**src/rtl/projectile_ctl_if.sv**
```systemverilog
// Control and status bundle for one projectile flight controller.
// The master modport drives launch requests; the slave modport reports flight state.
interface projectile_ctl_if;
  logic               enable;
  logic               abort;
  logic [9:0]         throw_force;
  logic [6:0]         wind;
  logic signed [11:0] x_pos;
  logic signed [11:0] y_pos;
  logic               busy;
  logic               hit_target;
  logic               hit_wall;
  logic               missed;
  logic [1:0]         outcome;

  modport master (
    output enable, abort, throw_force, wind,
    input  x_pos, y_pos, busy, hit_target, hit_wall, missed, outcome
  );

  modport slave (
    input  enable, abort, throw_force, wind,
    output x_pos, y_pos, busy, hit_target, hit_wall, missed, outcome
  );
endinterface

```
**src/rtl/projectile_ctl.sv**
```systemverilog
// Per-player projectile flight controller: tick-based ballistic integration,
// wind-adjusted launch velocity and a one-shot target/wall/miss outcome.
module projectile_ctl #(
  parameter int TICK_DIV      = 1300000,
  parameter int ORIGIN_X      = 140,
  parameter int ORIGIN_Y      = 350,
  parameter int DIR           = 1,
  parameter int INIT_VELOCITY = 27,
  parameter int GRAVITY       = 1,
  parameter int FORCE_PCT     = 18,
  parameter int SCREEN_H      = 768,
  parameter int SCREEN_W      = 1024,
  parameter int GROUND_Y      = 243,
  parameter int WALL_XL       = 490,
  parameter int WALL_XR       = 534,
  parameter int WALL_TOP      = 241,
  parameter int MARGIN        = 15,
  parameter int TGT_XL        = 867,
  parameter int TGT_XR        = 1024,
  parameter int TGT_TOP       = 427,
  parameter int TGT_BOT       = 525
) (
  input  logic              clk,
  input  logic              rst_n,
  projectile_ctl_if.slave   bus
);

  localparam int unsigned CW = 32;
  localparam int unsigned TW = (TICK_DIV > 1) ? $clog2(TICK_DIV) : 1;
  localparam logic [TW-1:0] TICK_LAST = TW'(TICK_DIV - 1);
  localparam int SPAN_L  = WALL_XL - MARGIN;
  localparam int SPAN_R  = WALL_XR + MARGIN;
  localparam int WTOP_LO = WALL_TOP - MARGIN;

  localparam logic [1:0] OUT_NONE   = 2'b00;
  localparam logic [1:0] OUT_TARGET = 2'b01;
  localparam logic [1:0] OUT_WALL   = 2'b10;
  localparam logic [1:0] OUT_MISS   = 2'b11;

  typedef enum logic [1:0] {S_IDLE, S_FLIGHT, S_END} state_e;

  state_e               state_q, state_d;
  logic signed [CW-1:0] x_q, x_d, y_q, y_d, vx_q, vx_d, vy_q, vy_d;
  logic [TW-1:0]        cnt_q, cnt_d;
  logic [1:0]           outcome_q, outcome_d;
  logic                 busy_q, busy_d;
  logic                 hit_t_q, hit_t_d, hit_w_q, hit_w_d, miss_q, miss_d;

  logic [6:0]           wind_lim;
  logic signed [CW-1:0] force_s, wind_s, vx_mag, vx_launch;
  logic signed [CW-1:0] scr_y, x_nxt, y_nxt, scr_y_nxt;
  logic                 tick, blocked, in_tgt, on_wall, on_ground, off_scr;

  // Launch velocity and per-cycle collision predicates on the registered position.
  always_comb begin
    wind_lim  = (bus.wind > 7'd100) ? 7'd100 : bus.wind;
    force_s   = CW'(bus.throw_force);
    wind_s    = CW'(wind_lim);
    vx_mag    = (force_s * FORCE_PCT) / 100 + ((wind_s - 50) * force_s) / 50;
    vx_launch = (DIR < 0) ? -vx_mag : vx_mag;

    tick      = (cnt_q == TICK_LAST);
    scr_y     = SCREEN_H - y_q;
    x_nxt     = x_q + vx_q;
    y_nxt     = y_q + vy_q;
    scr_y_nxt = SCREEN_H - y_nxt;
    blocked   = (x_nxt >= SPAN_L) && (x_nxt <= SPAN_R) && (scr_y_nxt > WALL_TOP);

    in_tgt    = (x_q >= TGT_XL) && (x_q <= TGT_XR) && (scr_y >= TGT_TOP) && (scr_y <= TGT_BOT);
    on_wall   = (x_q >= SPAN_L) && (x_q <= SPAN_R) && (scr_y >= WTOP_LO) &&
                (scr_y <= WALL_TOP) && (vy_q <= 0);
    on_ground = (y_q <= GROUND_Y) && (vy_q < 0);
    off_scr   = (x_q < 0) || (x_q >= SCREEN_W);
  end

  // Next-state and datapath; abort outranks every collision check.
  always_comb begin
    state_d   = state_q;
    x_d       = x_q;
    y_d       = y_q;
    vx_d      = vx_q;
    vy_d      = vy_q;
    cnt_d     = cnt_q;
    outcome_d = outcome_q;
    hit_t_d   = 1'b0;
    hit_w_d   = 1'b0;
    miss_d    = 1'b0;

    case (state_q)
      S_IDLE: begin
        x_d = CW'(ORIGIN_X);
        y_d = CW'(ORIGIN_Y);
        if (bus.enable) begin
          vx_d      = vx_launch;
          vy_d      = CW'(INIT_VELOCITY);
          cnt_d     = '0;
          outcome_d = OUT_NONE;
          state_d   = S_FLIGHT;
        end
      end
      S_FLIGHT: begin
        if (bus.abort) begin
          x_d       = CW'(ORIGIN_X);
          y_d       = CW'(ORIGIN_Y);
          outcome_d = OUT_NONE;
          state_d   = S_IDLE;
        end else if (in_tgt) begin
          outcome_d = OUT_TARGET;
          hit_t_d   = 1'b1;
          state_d   = S_END;
        end else if (on_wall) begin
          outcome_d = OUT_WALL;
          hit_w_d   = 1'b1;
          state_d   = S_END;
        end else if (on_ground) begin
          y_d       = CW'(GROUND_Y);
          outcome_d = OUT_MISS;
          miss_d    = 1'b1;
          state_d   = S_END;
        end else if (off_scr) begin
          outcome_d = OUT_MISS;
          miss_d    = 1'b1;
          state_d   = S_END;
        end else if (tick) begin
          cnt_d = '0;
          y_d   = y_nxt;
          vy_d  = vy_q - GRAVITY;
          // A blocked move pins x against the wall face for the rest of the flight.
          if (blocked) begin
            vx_d = '0;
          end else begin
            x_d = x_nxt;
          end
        end else begin
          cnt_d = cnt_q + TW'(1);
        end
      end
      S_END: begin
        if (!bus.enable) begin
          state_d = S_IDLE;
        end
      end
      default: state_d = S_IDLE;
    endcase

    busy_d = (state_d == S_FLIGHT);
  end

  always_ff @(posedge clk or negedge rst_n) begin
    if (!rst_n) begin
      state_q   <= S_IDLE;
      x_q       <= CW'(ORIGIN_X);
      y_q       <= CW'(ORIGIN_Y);
      vx_q      <= '0;
      vy_q      <= '0;
      cnt_q     <= '0;
      outcome_q <= OUT_NONE;
      busy_q    <= 1'b0;
      hit_t_q   <= 1'b0;
      hit_w_q   <= 1'b0;
      miss_q    <= 1'b0;
    end else begin
      state_q   <= state_d;
      x_q       <= x_d;
      y_q       <= y_d;
      vx_q      <= vx_d;
      vy_q      <= vy_d;
      cnt_q     <= cnt_d;
      outcome_q <= outcome_d;
      busy_q    <= busy_d;
      hit_t_q   <= hit_t_d;
      hit_w_q   <= hit_w_d;
      miss_q    <= miss_d;
    end
  end

  assign bus.x_pos      = 12'(x_q);
  assign bus.y_pos      = 12'(y_q);
  assign bus.busy       = busy_q;
  assign bus.hit_target = hit_t_q;
  assign bus.hit_wall   = hit_w_q;
  assign bus.missed     = miss_q;
  assign bus.outcome    = outcome_q;

endmodule

```
**src/flat_wrapper.sv**
```systemverilog
// flat-port wrapper written by rule: the top's interface ports become plain ports
module projectile_ctl_flat 
#(
  parameter int TICK_DIV      = 1300000,
  parameter int ORIGIN_X      = 140,
  parameter int ORIGIN_Y      = 350,
  parameter int DIR           = 1,
  parameter int INIT_VELOCITY = 27,
  parameter int GRAVITY       = 1,
  parameter int FORCE_PCT     = 18,
  parameter int SCREEN_H      = 768,
  parameter int SCREEN_W      = 1024,
  parameter int GROUND_Y      = 243,
  parameter int WALL_XL       = 490,
  parameter int WALL_XR       = 534,
  parameter int WALL_TOP      = 241,
  parameter int MARGIN        = 15,
  parameter int TGT_XL        = 867,
  parameter int TGT_XR        = 1024,
  parameter int TGT_TOP       = 427,
  parameter int TGT_BOT       = 525
)
  (clk, rst_n, bus_enable, bus_abort, bus_throw_force, bus_wind, bus_x_pos, bus_y_pos, bus_busy, bus_hit_target, bus_hit_wall, bus_missed, bus_outcome);
  projectile_ctl_if bus_i ();
  input  logic clk;
  input  logic rst_n;
  input wire logic [$bits(bus_i.enable)-1:0] bus_enable;
  input wire logic [$bits(bus_i.abort)-1:0] bus_abort;
  input wire logic [$bits(bus_i.throw_force)-1:0] bus_throw_force;
  input wire logic [$bits(bus_i.wind)-1:0] bus_wind;
  output wire logic [$bits(bus_i.x_pos)-1:0] bus_x_pos;
  output wire logic [$bits(bus_i.y_pos)-1:0] bus_y_pos;
  output wire logic [$bits(bus_i.busy)-1:0] bus_busy;
  output wire logic [$bits(bus_i.hit_target)-1:0] bus_hit_target;
  output wire logic [$bits(bus_i.hit_wall)-1:0] bus_hit_wall;
  output wire logic [$bits(bus_i.missed)-1:0] bus_missed;
  output wire logic [$bits(bus_i.outcome)-1:0] bus_outcome;
  assign bus_i.enable = bus_enable;
  assign bus_i.abort = bus_abort;
  assign bus_i.throw_force = bus_throw_force;
  assign bus_i.wind = bus_wind;
  assign bus_x_pos = bus_i.x_pos;
  assign bus_y_pos = bus_i.y_pos;
  assign bus_busy = bus_i.busy;
  assign bus_hit_target = bus_i.hit_target;
  assign bus_hit_wall = bus_i.hit_wall;
  assign bus_missed = bus_i.missed;
  assign bus_outcome = bus_i.outcome;
  projectile_ctl #(.TICK_DIV(TICK_DIV), .ORIGIN_X(ORIGIN_X), .ORIGIN_Y(ORIGIN_Y), .DIR(DIR), .INIT_VELOCITY(INIT_VELOCITY), .GRAVITY(GRAVITY), .FORCE_PCT(FORCE_PCT), .SCREEN_H(SCREEN_H), .SCREEN_W(SCREEN_W), .GROUND_Y(GROUND_Y), .WALL_XL(WALL_XL), .WALL_XR(WALL_XR), .WALL_TOP(WALL_TOP), .MARGIN(MARGIN), .TGT_XL(TGT_XL), .TGT_XR(TGT_XR), .TGT_TOP(TGT_TOP), .TGT_BOT(TGT_BOT)) u_core (.clk(clk), .rst_n(rst_n), .bus(bus_i));
endmodule
```
**config.mk**
```make
export PLATFORM = sky130hd
export DESIGN_NAME = projectile_ctl_flat
export DESIGN_NICKNAME = d
export VERILOG_FILES = /design/src/rtl/projectile_ctl_if.sv /design/src/rtl/projectile_ctl.sv /design/src/flat_wrapper.sv
export SDC_FILE = /design/constraint.sdc
export NUM_CORES = 1
export LEC_CHECK = 0
export ABC_AREA = 1
export CAP_MARGIN = 20
export CORE_ASPECT_RATIO = 1.2
export CORE_UTILIZATION = 59
export DETAILED_ROUTE_END_ITERATION = 12
export MAX_ROUTING_LAYER = met4
export PLACE_DENSITY = 0.84
export SYNTH_ARGS = -nofsm -noshare
export SYNTH_HDL_FRONTEND = slang
export SYNTH_SLANG_ARGS = --single-unit
```
**constraint.sdc**
```tcl
create_clock -name clk -period 6.5 [get_ports clk]
set_input_delay 0.65 -clock clk [delete_from_list [all_inputs] [get_ports clk]]
set_output_delay 0.65 -clock clk [all_outputs]
set_load 0.02 [all_outputs]
```
==> results.yml, run 1 <==
placed_design:
  portBuffers: 50
  dpl.hpwl_mm: 47.4
  gp_congestion: 0.989
status:
  firstError: "[ERROR GRT-0232] Routing congestion too high. Check the congestion heatmap in the GUI."
  failed_stage: "global routing"
  status: "stopped before the end"
timing:
  worst_endpoint_kind: "register data pin"
  crit_endpoint: "u_core.vx_q[30]$_DFFE_PN0P_/D"
clocking:
  h-tree-depth: 4
  cts_root_buffer: "clkbuf_16"
  cts_sinks: 157
  max-clock-path-buffers: 2
  ctsHoldBuffers: 0
  numCtsBuffers: 17
floorplanning:
  ios: 51
  placementRows: 73
  die_h_um: 203
  die_x_um: 170
  start_util_pct: 60.0
yosys:
  syn_nets: 3266
  yosys_warnings: 0
  synthDistinctLibCells: 65
  synth_area_mm2: 0.0199
  netlist_instances: 3048
  synth-seq-cells: 157
  synth_ff_type: "dfrtp_1"
  seq_area_frac_synth_pct: 19.8
  synth_edf_count: 0
  async_reset_ff_share_pct: 100
  avgSynthCellArea_um2: 6.53
global_route:
  grtUsageTotal_pct: 63.3
  grt_max_degree: 95
  gr-total-overflow: 15
[cell usage after synthesis (all sizes together) (25+ instances only)]
| library cell | count | area [um2] |
|---|---|---|
| nand2 | 746 | 3090 |
| inv | 532 | 2000 |
| nor2 | 341 | 1370 |
| nand3 | 239 | 1290 |
| o21ai | 178 | 925 |
| a21oi | 173 | 888 |
| dfrtp | 148 | 3700 |
| ha | 144 | 1800 |
| xor2 | 109 | 955 |
| nand4 | 82 | 642 |
| fa | 53 | 1060 |
| nor3 | 52 | 260 |
| buf | 31 | 216 |
| clkbuf | 27 | 101 |
| xnor2 | 25 | 219 |
[stage by stage]
step	area, um2	setup slack [ns]	std cells	utilization (%)
after floorplan	20500	-8.03	3048	-
after global placement	24700	-9.07	3942	74.5
after CTS	27200	-8.20	4083	82.1
after detailed placement	24700	-9.75	3942	74.5
[repair_timing]
item / in CTS
resized for setup: 325
cloned: 2
pin swaps: 147
setup endpoints to repair: 70
buffers inserted: 119
[per-layer routing]
| layer | GRT usage (%) | overflow |
|---|---|---|
| met1 | 59.8 | 0 |
| met2 | 86.0 | 6 |
| met3 | 40.8 | 1 |
| met4 | 59.7 | 8 |
| met5 | - | - |
[cells by family after synthesis]
logic type	synth area share [%]
simple gates	34.9
buf+inv	11.7
compound gates	13.3
fa+ha+maj	14.4
flops	19.8
xor+xnor	5.90
==> inputs of run 2 (changes only) <==
CORE_ASPECT_RATIO = unset   (was 1.2)
CORE_UTILIZATION = 40   (was 59)
MAX_ROUTING_LAYER = unset   (was met4)
PLACE_DENSITY = unset   (was 0.84)
PLACE_DENSITY_LB_ADDON = 0.15   (was unset)
clock period = 8.5 ns   (was 6.5 ns; I/O delays follow)
==> run 2 against run 1 <==
The flow now finishes, with violations (setup timing). Synthesized area unchanged. Synthesized cell count is the same.
==> results.yml, run 2 <==
layout:
  final_common_cell: "nand2_1"
  nFillCells: 4631
  num_antenna_cells: 0
  seqCellArea_mm2: 0.00394
  fin_cells: 4251
  drive_above_1_share_pct: 30.3
  syn_to_final_growth_pct: 38.6
  nNetsFinal: 3793
  final_cell_mix: "536 x nand2_1, 492 x buf_4, 450 x inv_1"
  multi_input_area_mm2: 0.0157
worst_setup_path:
  slowest_stage: "fa_1"
  setup.worst_path.start: "bus_wind[6]"
  critPathLaunchType: "primary input"
  worst-r2r-cell-count: 42
  r2r_start: "u_core.y_q[2]"
  endpoint_kind: "flop"
  worstReg2RegEnd: "u_core.x_q[7]"
  required_ns: 8.84
  worstPathMaxFanout: 9
  crit_top_cell: "nand2_4"
  max_stage_delay_ns: 0.55
  cp.arrival_ns: 15.65
  criticalPathCategory: "in2reg"
  r2r_setup_slack_ns: 1.03
  endpoint: "u_core.vx_q[28]"
clocking:
  h-tree-depth: 4
  cts_sinks: 157
  clk_pin_slew_ns: 0.07
  cts_root_buffer: "clkbuf_16"
  numCtsBuffers: 17
  max-clock-path-buffers: 2
  insertion_delay_ns: 0.45
  ctsHoldBuffers: 0
  cts_tree: "yes"
floorplanning:
  ios: 51
  start_util_pct: 40.6
  die-area_mm2: 0.0506
  die_x_um: 225
  core-area_mm2: 0.0491
  placementRows: 81
  die_h_um: 225
global_route:
  gr-total-overflow: 0
  grt_util_met3_pct: 1.71
  met1_usage_pct: 29.0
  first_global_vias: 21302
  grtUsageTotal_pct: 23.7
  busiest_layer: "met2"
  grt_pass1_wl_mm: 99.3
  antenna_found_initial: 0
  grt.met2_usage_pct: 44.1
  grt_max_degree: 103
yosys:
  synth_edf_count: 0
  avgSynthCellArea_um2: 6.53
  synth-seq-cells: 157
  netlist.area_leader.share_pct: 18.6
  yosysMostFrequentCell: "nand2_1"
  netlist_instances: 3048
  synth_ff_type: "dfrtp_1"
  synthTopCellsByCount: "674 x nand2_1, 483 x inv_1, 319 x nor2_1, 225 x nand3_1, 169 x a21oi_1"
  synth_area_mm2: 0.0199
  synthDistinctLibCells: 65
  synth_area_leader_cell: "dfrtp_1"
  syn_nets: 3266
  async_reset_ff_share_pct: 100
  yosys_warnings: 0
  yosys-top-cells-area: "dfrtp_1 19%, nand2_1 13%, inv_1 9.1%"
  seq_area_frac_synth_pct: 19.8
routing:
  ant_nets: 0
  dr.first_iter.drc_count: 1053
  drc: 0
  vias: 21346
  dr.pass1.iters: 5
  wl_mm: 59.9
  via_per_inst: 5.02
  routedWlPerCell_um: 14.1
timing:
  fmax_mhz: 65.3
  hold_slack_ns: 0.467
  timing.final.ws_setup_ns: -6.81
  hold_violations: 0
  worst_pin_slew_ns: 1.13
  grt_setup_unrepaired: "true"
  skew_ns: 0.0147
  finalCriticalPeriod_ns: 15.31
  drv_slew: 0
  slew-limit-headroom_pct: 24.3
  fin_crit_sh_pct: 180
  setup_violations: 32
status:
  violations: "setup timing"
  status: "finished with violations"
placed_design:
  dpl.hpwl_mm: 46.6
  gp_congestion: 0.923
  portBuffers: 50
  dp.cells: 4132
job:
  cap_violations: 0
min_path:
  hold_path_class: "reg2reg"
[run 2: repair_timing]
| item | 4_1_cts | 5_1_grt |
|---|---|---|
| setup endpoints to repair | 32 | 32 |
| buffers inserted | 59 | 34 |
| resized for setup | 223 | 235 |
| pin swaps | 127 | 150 |
[run 2: per-stage QoR]
step	setup TNS (ns)	utilization, %	worst slack [ns]	cell area, um2
after global routing	-235.37	56.3	-7.68	27600
final	-207.84	56.3	-6.81	27600
after CTS	-195.63	53.9	-6.35	26400
after floorplan	-185.56	-	-6.23	20500
after global placement	-224.95	50.5	-7.38	24800
after detailed placement	-235.32	50.5	-7.70	24800
[run 2: area by class of cell]
| cell class | count | share of cell area, % |
|---|---|---|
| tap | 664 | 3.01 |
| timing repair buffer | 566 | 16.3 |
| sequential | 157 | 14.3 |
| clock buffer | 20 | 1.62 |
| multi-input combinational | 2295 | 57.0 |
| inverter | 538 | 7.44 |
| clock inverter | 11 | 0.313 |
[run 2: worst max-delay path, delay by kind of cell]
family | cells | cell delay [ns]
simple gates | 106 | 9.18
fa+ha+maj | 7 | 2.94
buf+inv | 19 | 1.37
compound gates | 6 | 1.02
xor+xnor | 1 | 0.17
[run 2: worst min-delay path by stage]
stage / to / start / slack, ns / depth (start not counted)
after detailed placement: u_core.vx_q[14] / u_core.vx_q[14] / 0.47 / 2
after floorplan: u_core.state_q[1] / u_core.state_q[0] / 0.44 / 1
final: u_core.state_q[1] / u_core.state_q[0] / 0.47 / 1
after global routing: u_core.state_q[1] / u_core.state_q[0] / 0.48 / 1
after global placement: u_core.state_q[1] / u_core.state_q[0] / 0.47 / 1
after CTS: u_core.state_q[1] / u_core.state_q[0] / 0.47 / 1
[run 2: metal layers]
metal / routed length [um] / part of all wire (%)
met1: 26400 / 44
met2: 30800 / 51
met5: 0 / 0
met3: 1360 / 2.3
met4: 1320 / 2.2
[run 2: logic make-up (layout without fill, tap and decap cells)]
group,count (synthesis),after routing,share of synthesized area [%]
adders and majority gates,197,197,14.4
DFF,157,157,19.8
and+or+nand+nor,1505,1505,34.9
buffers and inverters,596,1135,11.7
xor gates and xnor gates,134,134,5.90
AOI/OAI and AO/OA,459,459,13.3
Power of run 2 is not shown: default switching activity piles up to over one toggle a cycle in this logic, so the estimate is an artifact.
